==> src/rtl/phase_shift_ctrl.sv <==
// ADC sample-clock DCM phase-shift sequencer.
// Steps PSEN/PSINCDEC one tap at a time until the applied offset matches the target.
module phase_shift_ctrl #(
    parameter int PS_WIDTH       = 9,
    parameter int MAX_PHASE      = 255,
    parameter int TIMEOUT_CYCLES = 1023
) (
    input  logic                clk,
    input  logic                reset,
    input  logic [PS_WIDTH-1:0] phase_i,
    input  logic                phase_ld_i,
    output logic [PS_WIDTH-1:0] phase_o,
    output logic                phase_done_o,
    output logic                busy_o,
    output logic                err_o,
    output logic                dcm_psen_o,
    output logic                dcm_psincdec_o,
    input  logic                dcm_psdone_i,
    input  logic                dcm_locked_i
);

    localparam int TW = $clog2(TIMEOUT_CYCLES + 1);

    localparam logic signed [PS_WIDTH-1:0] MAX_P   = PS_WIDTH'(MAX_PHASE);
    localparam logic signed [PS_WIDTH-1:0] MIN_P   = PS_WIDTH'(-MAX_PHASE);
    localparam logic signed [PS_WIDTH-1:0] ONE_P   = PS_WIDTH'(1);
    localparam logic        [TW-1:0]       TO_LAST = TW'(TIMEOUT_CYCLES - 1);
    localparam logic        [TW-1:0]       ONE_T   = TW'(1);

    typedef enum logic [2:0] {
        S_IDLE,
        S_CMP,
        S_STEP,
        S_WAIT_DONE,
        S_WAIT_LOCK
    } state_e;

    state_e                     state_q, state_d;
    logic signed [PS_WIDTH-1:0] phase_q, phase_d;
    logic signed [PS_WIDTH-1:0] target_q, target_d;
    logic signed [PS_WIDTH-1:0] phase_in_s, phase_clamped;
    logic                       dir_q, dir_d;
    logic                       err_q, err_d;
    logic [TW-1:0]              timer_q, timer_d;

    assign phase_in_s = $signed(phase_i);

    always_comb begin
        phase_clamped = phase_in_s;
        if (phase_in_s > MAX_P) begin
            phase_clamped = MAX_P;
        end else if (phase_in_s < MIN_P) begin
            phase_clamped = MIN_P;
        end
    end

    always_comb begin
        state_d      = state_q;
        phase_d      = phase_q;
        target_d     = target_q;
        dir_d        = dir_q;
        err_d        = err_q;
        timer_d      = timer_q;
        phase_done_o = 1'b0;

        if (phase_ld_i) begin
            target_d = phase_clamped;
            err_d    = 1'b0;
        end

        unique case (state_q)
            S_IDLE: begin
                if (phase_ld_i) begin
                    state_d = dcm_locked_i ? S_CMP : S_WAIT_LOCK;
                end
            end
            S_CMP: begin
                // A fresh load defers the decision one cycle to compare against it
                if (!phase_ld_i) begin
                    if (phase_q == target_q) begin
                        phase_done_o = 1'b1;
                        state_d      = S_IDLE;
                    end else begin
                        dir_d   = (phase_q < target_q);
                        state_d = S_STEP;
                    end
                end
            end
            S_STEP: begin
                timer_d = '0;
                state_d = S_WAIT_DONE;
            end
            S_WAIT_DONE: begin
                if (dcm_psdone_i) begin
                    phase_d = dir_q ? phase_q + ONE_P : phase_q - ONE_P;
                    state_d = S_CMP;
                end else if (timer_q == TO_LAST) begin
                    err_d   = !phase_ld_i;
                    state_d = phase_ld_i ? S_CMP : S_IDLE;
                end else begin
                    timer_d = timer_q + ONE_T;
                end
            end
            S_WAIT_LOCK: begin
                if (dcm_locked_i) begin
                    state_d = S_CMP;
                end
            end
            default: state_d = S_IDLE;
        endcase

        // The DCM zeroes its offset on relock, so any step in flight is lost
        if (!dcm_locked_i) begin
            phase_d      = '0;
            phase_done_o = 1'b0;
            if (state_q != S_IDLE) begin
                state_d = S_WAIT_LOCK;
            end
        end
    end

    always_ff @(posedge clk) begin
        if (reset) begin
            state_q  <= S_IDLE;
            phase_q  <= '0;
            target_q <= '0;
            dir_q    <= 1'b0;
            err_q    <= 1'b0;
            timer_q  <= '0;
        end else begin
            state_q  <= state_d;
            phase_q  <= phase_d;
            target_q <= target_d;
            dir_q    <= dir_d;
            err_q    <= err_d;
            timer_q  <= timer_d;
        end
    end

    assign phase_o        = phase_q;
    assign busy_o         = (state_q != S_IDLE);
    assign err_o          = err_q;
    assign dcm_psen_o     = (state_q == S_STEP) && dcm_locked_i;
    assign dcm_psincdec_o = dir_q;

endmodule

==> config.mk <==
export PLATFORM = sky130hd
export DESIGN_NAME = phase_shift_ctrl
export DESIGN_NICKNAME = d
export VERILOG_FILES = /design/src/rtl/phase_shift_ctrl.sv
export SDC_FILE = /design/constraint.sdc
export NUM_CORES = 1
export LEC_CHECK = 0
export ABC_AREA = 1
export CORE_UTILIZATION = 50
export CTS_BUF_LIST = sky130_fd_sc_hd__clkbuf_2 sky130_fd_sc_hd__clkbuf_4 sky130_fd_sc_hd__clkbuf_8
export DETAILED_ROUTE_END_ITERATION = 6
export MAX_ROUTING_LAYER = met4
export PLACE_DENSITY = 0.73
export SYNTH_ARGS = -nofsm -noshare
export SYNTH_HDL_FRONTEND = slang
export SYNTH_SLANG_ARGS = --single-unit
==> constraint.sdc <==
create_clock -name clk -period 4.3 [get_ports clk]
set_clock_uncertainty 0.2 [all_clocks]
set_input_delay 0.86 -clock clk [delete_from_list [all_inputs] [get_ports clk]]
set_output_delay 0.86 -clock clk [all_outputs]
set_load 0.01 [all_outputs]
==> implementation parameters <==
Parameter                              Value

Place
  Placed cell areas ... 2580 um2
  Placed wire-length estimate ... 3690 um
  Global placement routability congestion ... 0.823
  Worst-case setup slack after placement ... 0.832 ns
  Port Buf Inserts ... 27

Detailed routing
  DR vias/cell ... 5.29
  Drt pass-1 iters ... 4
  Drc violations ... 0
  WL per Instance ... 12.1 um
  Count of antenna-violating nets left after detailed routing ... 0
  Initial DRC count ... 110
  Wirelength, routed ... 4770 um
  Via Count ... 2080

Clock tree
  Worst-path clk slew ... 0.07 ns
  Sinks on the clock net ... 33
  Post-cts gate resize count ... 0
  Total CTS buffers ... 5
  Clock root buffer ... clkbuf_8
  Number of buffers inserted by post-CTS setup repair ... 0
  Maximum level of the CTS H-tree ... 2
  Maximum count of clock buffers along a single path ... 2
  Post-CTS Hold Buffers ... 0
  TritonCTS clock tree ... done
  Clock network latency to the later pin of the worst-skew pair ... 0.28 ns

Floorplanning
  Initial cell density of the core ... 0.521
  Die area ... 4850 um2
  Core Footprint ... 4380 um2
  Top Ports ... 28
  Width of the die ... 69.6 um
  Number of rows created at floorplan ... 24
  Die Height ... 69.6 um

Logic synthesis
  Primary FF master, synth ... dfxtp_1
  Asr flop ratio synth ... 0
  Warning count from the yosys run ... 0
  Sequential fraction of the synthesis area ... 0.289
  Post-synth EDFFs ... 0
  Top cell type's share of synthesized area ... 0.289
  Leading area contributor after synthesis ... dfxtp_1
  Mapped cell area ... 2290 um2
  Top cells by count, synth ... 75 x nand2_1, 43 x inv_1, 33 x dfxtp_1, 21 x nand3_1, 21 x nor2_1
  Synthesized area per cell ... 7.33 um2
  Yosys cell types ... 41
  Net count after synthesis ... 346
  Cell with the most instances after synthesis ... nand2_1
  Yosys reg bits ... 33
  Dominant cells by area after synthesis ... dfxtp_1 29%, nand2_1 12%, ha_1 10%
  Syn Inst Count ... 312

Timing
  Count of final hold-check violations ... 0
  Period Utilization, post-route ... 0.805
  Max-slew violation count ... 0
  # setup viols final ... 0
  Post-route worst setup slack ... 0.839 ns
  Worst Tran Pin Value ... 0.616 ns
  Smallest hold slack ... 0.280 ns
  RSZ-0062 raised after global routing ... false
  Sum of negative setup slack ... 0 ns
  Max_slew headroom ... 0.588
  Fmax ... 0.289 GHz
  Time the final worst path needs with I/O delays and setup ... 3.46 ns

GRT
  Busiest layer in global routing ... met2
  Global Route met1 Usage ... 0.284
  Met3 Resource Use GR ... 0.0465
  Global-route wire length before repair ... 8380 um
  Overall fraction of global-route tracks in use ... 0.219
  Met2 track utilization from global routing ... 0.344
  Largest net degree at the start of global routing ... 15
  Aggregate global routing overflow ... 0
  Number of antenna violations at the first check in global routing ... 0
  Vias in the first global route ... 1907

Finish
  Area growth from synthesis to final layout ... 16.0%
  Fraction of layout instances using a drive strength above 1 ... 0.120
  Number of inserted filler cells in the final layout ... 411
  Post-layout net count ... 376
  ANT cells ... 0
  Final design instance area without fill ... 2650 um2

Setup path
  Family with the most delay on the worst path ... buffers and inverters
  Crit path top cell by count ... clkdlybuf4s50_1
  Sort of element at the start of the critical path ... input pin
  Critical path buffers and inverters ... 3
  WP data arrival ... 2.40 ns
  Crit Path Category ... in -> out
  Maximum fanout encountered on the critical timing path ... 6
  Delay contributed by the slowest stage of the critical path ... 0.60 ns
  Sequence of cells on the critical path ... clkdlybuf4s50_1 -> inv_1 -> nor4_1 -> clkdlybuf4s50_1
  Standard cell with the maximum stage delay on the critical path ... clkdlybuf4s50_1
  Capturing element type of the critical path ... output pin
  Required arrival time at the worst endpoint ... 3.24 ns

Power and ir drop
  Cell Int Power ... 0.455 mW
  Net switching power ... 0.163 mW
  Power Total ... 0.618 mW
  Combinational cell fraction of total power ... 0.140
  Clock share of power ... 0.348
  Power density cells ... 233 nW/um2
  Sequential share of power ... 0.512
  Net switching fraction of the power ... 0.263
  Leak ... 1.20 nW
  Worst ir drop on vdd ... 0.000136 V

Run
  Number of maximum-capacitance violations ... 0

Worst hold path
  Type of the worst min-delay path ... reg -> reg

Run status
  Run status ... finished clean
## stage by stage
step,utilization,cells
2_1_floorplan,-,312
3_3_place_gp,0.588,387
5_1_grt,0.605,393
3_5_place_dp,0.588,387
6_report,0.605,393
4_1_cts,0.605,393
## layout make-up
class | instances | area (um2) | area share
tap | 52 | 65.1 | 0.0245
clock buffer | 5 | 68.8 | 0.0260
sequential | 33 | 661 | 0.249
timing repair buffer | 27 | 270 | 0.102
multi-input combinational | 227 | 1390 | 0.526
clock inverter | 1 | 5.00 | 0.00189
inverter | 48 | 188 | 0.0708
## kinds of logic (layout without fill, tap and decap cells)
logic type      Yosys count  in the layout  share of synthesized area
fa+ha+maj                20             20                      0.113
simple gates            147            147                      0.314
buf+inv                  52             81                      0.101
flops                    33             33                      0.289
compound gates           55             55                      0.164
xor+xnor                  5              5                     0.0192
## state kept, by name, indices dropped and copies added, names as in the netlist
name and count:
timer_q 10, phase_o 9, target_q 9, state_q 3, dcm_psincdec_o 1, err_o 1
## layer usage
| layer | share of wire | vias to the layer above |
|---|---|---|
| li1 | - | 1094 |
| met1 | 0.51 | 940 |
| met2 | 0.44 | 38 |
| met3 | 0.037 | 8 |
| met4 | 0.012 | 0 |
| met5 | 0 | - |
## tightest hold or removal path: stages (launching register included)
cell     delay, ns
dfxtp_1       0.34
a31oi_1       0.04
nor2_1        0.07
## power groups by stage
stage / registers [mW] / clock network, mW / logic, mW
floorplan: 0.323 / 0 / 0.0571
global placement: 0.323 / 0 / 0.0859
detailed placement: 0.323 / 0 / 0.0861
CTS: 0.316 / 0.222 / 0.0866
global route: 0.317 / 0.233 / 0.0978
finish: 0.317 / 0.215 / 0.0863
## cell usage in the layout, fill, tap and decap left out, types with 2 or more instances in the layout
cell type and count:
nand2_1 75, inv_1 43, dfxtp_1 33, clkdlybuf4s50_1 27
nor2_1 21, nand3_1 21, ha_1 19, a21oi_1 13
a21oi_2 10, o22ai_1 8, o21ai_0 7, nand4_1 7
o21a_1 6, clkbuf_8 5, nand2_2 4, xnor2_1 4
nand4_2 4, nor4_1 3, inv_2 2, a21o_1 2
nor2_4 2, nand2_4 2, nand3_2 2, nor2_2 2
a31oi_1 2, o21ai_2 2, o211ai_1 2
## worst paths after layout
kind	to	depth (start not counted)	slack, ns	start
max	phase_done_o	4	0.84	dcm_locked_i
min	err_o	2	0.28	err_o
max reg2reg	phase_o[6]	10	2.36	dcm_psincdec_o
min reg2reg	err_o	2	0.28	err_o
Note: power is estimated with default switching activity, not from simulation.
